`config.mk`:
```
export PLATFORM = sky130hd
export DESIGN_NAME = iter_shift_unit
export DESIGN_NICKNAME = d
export VERILOG_FILES = /design/src/rtl/iter_shift_pkg.sv /design/src/rtl/iter_shift_unit_step.sv /design/src/rtl/iter_shift_unit.sv
export SDC_FILE = /design/constraint.sdc
export NUM_CORES = 1
export LEC_CHECK = 0
export ABC_AREA = 1
export BUFFER_PORTS_ARGS = -buffer_cell sky130_fd_sc_hd__buf_2
export CORE_MARGIN = 1
export CORE_UTILIZATION = 55
export CTS_BUF_LIST = sky130_fd_sc_hd__clkbuf_16
export CTS_CLUSTER_DIAMETER = 100
export DETAILED_ROUTE_END_ITERATION = 10
export HOLD_SLACK_MARGIN = 0.03
export PLACE_DENSITY_LB_ADDON = 0.25
export SYNTH_ARGS = -nofsm -noshare
export SYNTH_HDL_FRONTEND = slang
export SYNTH_SLANG_ARGS = --single-unit
```
`constraint.sdc`:
```
create_clock -name clk -period 2 [get_ports clk]
set_input_delay 0.2 -clock clk [delete_from_list [all_inputs] [get_ports clk]]
set_output_delay 0.2 -clock clk [all_outputs]
set_load 0.02 [all_outputs]
```
`src/rtl/iter_shift_pkg.sv`:
```
// iter_shift_pkg: shared op codes, FSM state type and shift-amount clamp for iter_shift_unit.
package iter_shift_pkg;
  localparam logic [2:0] OP_LSL = 3'b000;
  localparam logic [2:0] OP_LSR = 3'b001;
  localparam logic [2:0] OP_ASL = 3'b010;
  localparam logic [2:0] OP_ASR = 3'b011;
  localparam logic [2:0] OP_ROL = 3'b100;
  localparam logic [2:0] OP_ROR = 3'b101;
  typedef enum logic [1:0] {ST_IDLE, ST_SHIFT, ST_DONE} state_t;
  function automatic int clamp_shamt(input int s, input int lim);
    return s > lim ? lim : s;
  endfunction
endpackage

```
`src/rtl/iter_shift_unit_step.sv`:
```
// shift_step: one-bit-position shift/rotate of y_in selected by op, plus MSB-change flag.
//   op         normalised op code (rotate codes only reach here when ITER_SHIFT_ROTATE_EN is defined)
//   y_in/y_out value before/after one step
//   msb_toggle y_in MSB differs from y_out MSB
module shift_step
  import iter_shift_pkg::*;
#(
  parameter int WIDTH = 16
) (
  input  logic [2:0]       op,
  input  logic [WIDTH-1:0] y_in,
  output logic [WIDTH-1:0] y_out,
  output logic             msb_toggle
);
  logic [WIDTH-1:0] sh;
  // op[0] picks right vs left; only ASR refills the MSB from itself
  assign sh = op[0] ? {op == OP_ASR && y_in[WIDTH-1], y_in[WIDTH-1:1]} : {y_in[WIDTH-2:0], 1'b0};
`ifdef ITER_SHIFT_ROTATE_EN
  assign y_out = op == OP_ROL ? {y_in[WIDTH-2:0], y_in[WIDTH-1]} :
                 op == OP_ROR ? {y_in[0], y_in[WIDTH-1:1]} : sh;
`else
  assign y_out = sh;
`endif
  assign msb_toggle = y_in[WIDTH-1] ^ y_out[WIDTH-1];
endmodule

```
`src/rtl/iter_shift_unit.sv`:
```
// iter_shift_unit: multi-cycle shifter, one bit position per clock, sticky MSB-change overflow.
//   clk, rst_n            clock, asynchronous active-low reset
//   in_valid/in_ready     command handshake carrying op, a, shamt
//   out_valid/out_ready   result handshake carrying y, of
//   Macro ITER_SHIFT_ROTATE_EN adds ROL/ROR on op 100/101 (unclamped amount).
module iter_shift_unit
  import iter_shift_pkg::*;
#(
  parameter int WIDTH   = 16,
  parameter int SHAMT_W = 5
) (
  input  logic               clk,
  input  logic               rst_n,
  input  logic               in_valid,
  output logic               in_ready,
  input  logic [2:0]         op,
  input  logic [WIDTH-1:0]   a,
  input  logic [SHAMT_W-1:0] shamt,
  output logic               out_valid,
  input  logic               out_ready,
  output logic [WIDTH-1:0]   y,
  output logic               of
);
  // counter must hold both the clamped amount (WIDTH) and a full rotate amount
  localparam int CNT_W = SHAMT_W > $clog2(WIDTH + 1) ? SHAMT_W : $clog2(WIDTH + 1);
  state_t           state;
  logic [CNT_W-1:0] cnt;
  logic [CNT_W-1:0] eff;
  logic [2:0]       op_n;
  logic [2:0]       op_q;
  logic [WIDTH-1:0] step_y;
  logic             toggle;
  logic             accept;
`ifdef ITER_SHIFT_ROTATE_EN
  // 110/111 fall back to ASL/ASR, so only 100/101 keep op[2]
  assign op_n = op[1] ? {1'b0, op[1:0]} : op;
`else
  logic unused_op;
  assign unused_op = op[2];
  assign op_n = {1'b0, op[1:0]};
`endif
  assign eff = op_n[2] ? CNT_W'(shamt) : CNT_W'(clamp_shamt(int'(shamt), WIDTH));
  assign in_ready = rst_n && (state == ST_IDLE || (state == ST_DONE && out_ready));
  assign accept = in_valid && in_ready;
  shift_step #(.WIDTH(WIDTH)) u_step (
    .op        (op_q),
    .y_in      (y),
    .y_out     (step_y),
    .msb_toggle(toggle)
  );
  always_ff @(posedge clk or negedge rst_n) begin
    if (!rst_n) begin
      state     <= ST_IDLE;
      y         <= '0;
      of        <= 1'b0;
      out_valid <= 1'b0;
      cnt       <= '0;
      op_q      <= '0;
    end else if (accept) begin
      y         <= a;
      of        <= 1'b0;
      cnt       <= eff;
      op_q      <= op_n;
      state     <= eff == '0 ? ST_DONE : ST_SHIFT;
      out_valid <= eff == '0;
    end else begin
      case (state)
        ST_SHIFT: begin
          y   <= step_y;
          of  <= of | toggle;
          cnt <= cnt - 1'b1;
          if (cnt == CNT_W'(1)) begin
            state     <= ST_DONE;
            out_valid <= 1'b1;
          end
        end
        ST_DONE: if (out_ready) begin
          state     <= ST_IDLE;
          out_valid <= 1'b0;
        end
        default: ;
      endcase
    end
  end
endmodule

```
==> flow_metrics.py <==
metrics = {
    "clocking": {
        "cts_tree": "done",
        "cts_root_buf": "clkbuf_16",
        "post_cts_resized": 0,
        "clk_pin_slew_ns": 0.07,
        "clock_sinks": 26,
        "post-cts-setup-buffer-count": 0,
        "ctsHoldBuffers": 1,
        "clock_latency_ns": 0.26,
        "cts_buffer_depth": 2,
        "cts_made_buffers": 3,
        "htreeDepth": 1,
    },
    "setup_path": {
        "path_max_fanout": 27,
        "cp.required_ns": 1.80,
        "endpoint_kind": "output port",
        "path_class": "in -> out",
        "crit_buf_inv": 4,
        "start_kind": "primary input",
        "cpMostUsedCell": "buf_2",
        "worstPathArrival_ns": 1.48,
        "cp_top_family": "buffers and inverters",
        "worst_path_max_delay_cell": "dlygate4sd3_1",
        "path_cells": "dlygate4sd3_1, buf_2, buf_4, nand2_1, nor2_1, buf_2",
        "max_stage_delay_ns": 0.52,
    },
    "timing": {
        "min_period_ns": 1.683,
        "finalCritPeriodShare": 0.8414,
        "slew_violations": 0,
        "fmax_ghz": 0.5942,
        "worst_pin_slew_ns": 0.3905,
        "skew_ns": 0.001808,
        "max_slew_margin": 0.7390,
        "setup-tns-final_ns": 0,
        "report.final.setup_viol": 0,
        "finalHoldViolCount": 0,
        "rsz0062_at_grt": "no",
    },
    "route": {
        "drt-pass1-iter-count": 4,
        "ant_nets": 0,
        "detail_route.iter0.violations": 87,
        "routedWlPerCell_um": 11.57,
        "drt-vias-per-instance": 5.181,
        "num_vias": 1549,
        "route.detailed.drc": 0,
        "drt-total-wl_mm": 3.459,
    },
    "pwr": {
        "clkPwrFrac": 0.152,
        "netSwitchingPower_mw": 1.408,
        "p_seq_frac": 0.340,
        "p_per_area_nw_per_um2": 1566,
        "power_frac_comb": 0.509,
        "ir_worst_vdd_uv": 1195,
        "total_power_mw": 2.992,
        "leakagePower_nw": 1.072,
        "p_int_mw": 1.584,
        "swShare": 0.4706,
    },
    "floorplan": {
        "start_util": 0.5839,
        "die_y_um": 56.11,
        "core_area_um2": 2758,
        "pin_count": 47,
        "row_count": 19,
        "dieArea_um2": 3148,
        "fp.dieW_um": 56.11,
    },
    "cells_and_area": {
        "final_layout_size_suffix_gt1_frac": 0.2313,
        "num-nets-final": 299,
        "nFillCells": 253,
        "mostFrequentLayoutCell": "nand2_1",
        "area_growth_syn_to_layout_pct": 18.65,
        "diodes": 0,
        "layout_common_cells": "85 x nand2_1, 45 x buf_2, 26 x dfrtp_1",
    },
    "run": {
        "cap_violations": 0,
    },
    "logic_synthesis": {
        "synth_area_per_cell_um2": 7.189,
        "synthDistinctLibCells": 26,
        "synth_area_um2": 1610,
        "synth_seq_cells": 26,
        "synth_cells": 224,
        "synth_top_area_frac": 0.4040,
        "synthTopCellsByArea": "dfrtp_1 40%, nand2_1 20%, nand3_1 7.1%, inv_1 5.8%, o21ai_0 2.8%",
        "ys_warn_count": 0,
        "ys_seq_area_frac": 0.4040,
        "yosysTopAreaCell": "dfrtp_1",
        "syn_nets": 254,
    },
    "grt": {
        "grt_max_degree": 28,
        "grt_overflow": 0,
        "grt_first_pass_wirelength_mm": 5.968,
        "track_usage": 0.2390,
        "grt_antenna_before_repair": 0,
        "grt_pass1_vias": 1405,
    },
    "worst_hold_path": {
        "min_path_type": "in -> reg",
    },
    "placed_design": {
        "port_buffers": 45,
        "routabilityCongestion": 0.8232,
        "dpl.hpwl_mm": 2.457,
    },
    "run_status": {
        "status": "complete, no violations",
    },
}
==> synthesized netlist by cell type (all sizes together) <==
master / n
a21o: 1
a21oi: 5
buf: 7
clkbuf: 1
dfrtp: 26
ha: 2
inv: 28
nand2: 88
nand3: 26
nand3b: 2
nand4: 7
nor2: 12
o21a: 2
o21ai: 15
or2: 1
xor2: 1
==> sequential cells by signal (all words and copies together) (netlist names) <==
signal	cells
y	16
state	1
cnt	5
of	1
out_valid	1
op_q	2
==> metal layers <==
metal  GRT usage  part of all wire  vias to the layer above
met4     0.08362             0.014                        0
met5           0                 0                        -
met1      0.3298              0.47                      698
met3     0.03256             0.046                        6
met2      0.3861              0.47                       46
li1            -                 -                      799
==> through the flow <==
| stage | worst slack (ns) | utilization | cell area [um2] | hold WS, ns | cells |
|---|---|---|---|---|---|
| floorplan | 0.7303 | - | 1610 | -0.09559 | 224 |
| global placement | 0.5658 | 0.6606 | 1822 | 0.2296 | 294 |
| detailed placement | 0.5597 | 0.6606 | 1822 | 0.2302 | 294 |
| CTS | 0.2928 | 0.6928 | 1911 | 0.1506 | 299 |
| global route | 0.1957 | 0.6928 | 1911 | 0.1649 | 299 |
| finish | 0.3172 | 0.6928 | 1911 | 0.1493 | 299 |
==> worst paths after layout <==
path                                       from                     to  slack (ns)  cells after the start
max                                       rst_n               in_ready        0.32                      6
min                                       op[0]    op_q[0]$_DFFE_PN0P_        0.15                      3
max reg2reg                state[0]$_DFFE_PN0P_  out_valid$_DFFE_PN0P_        0.55                      6
min reg2reg                    y[0]$_DFFE_PN0P_       y[0]$_DFFE_PN0P_        0.51                      2
max in group asynchronous                 rst_n       y[8]$_DFFE_PN0P_        1.27                      3
min in group asynchronous                 rst_n       y[2]$_DFFE_PN0P_        0.48                      3
==> power by group through the flow <==
stage,Sequential (mW),Clock [mW],Combinational [mW]
floorplan,1.18,0,1.01
global placement,1.02,0,1.48
detailed placement,1.02,0,1.52
CTS,1.02,0.452,1.53
global route,1.06,0.476,1.71
finish,1.02,0.454,1.52
==> cells by family (layout without fill, tap and decap cells) <==
group	after synthesis	count (layout)	share of synthesized area
and+or+nand+nor	136	136	0.3885
DFF	26	26	0.4040
adders and majority gates	2	2	0.01554
xor gates and xnor gates	1	1	0.005440
AOI/OAI and AO/OA	23	23	0.07614
buffers and inverters	36	80	0.1103
==> cell type report <==
| cell class | count | area (um2) | share of cell area |
|---|---|---|---|
| Clock inverter | 1 | 3.754 | 0.001965 |
| Timing Repair Buffer | 48 | 250.2 | 0.1310 |
| Multi-Input combinational cell | 162 | 782.0 | 0.4093 |
| Clock buffer | 3 | 75.07 | 0.03929 |
| Inverter | 28 | 110.1 | 0.05763 |
| Tap cell | 31 | 38.79 | 0.02030 |
| Sequential cell | 26 | 650.6 | 0.3405 |
==> tightest hold or removal path: stages <==
cell and delay (ns):
buf_2 0.07, nand2_1 0.04, o21ai_0 0.06
(Power assumes the default switching activity.)
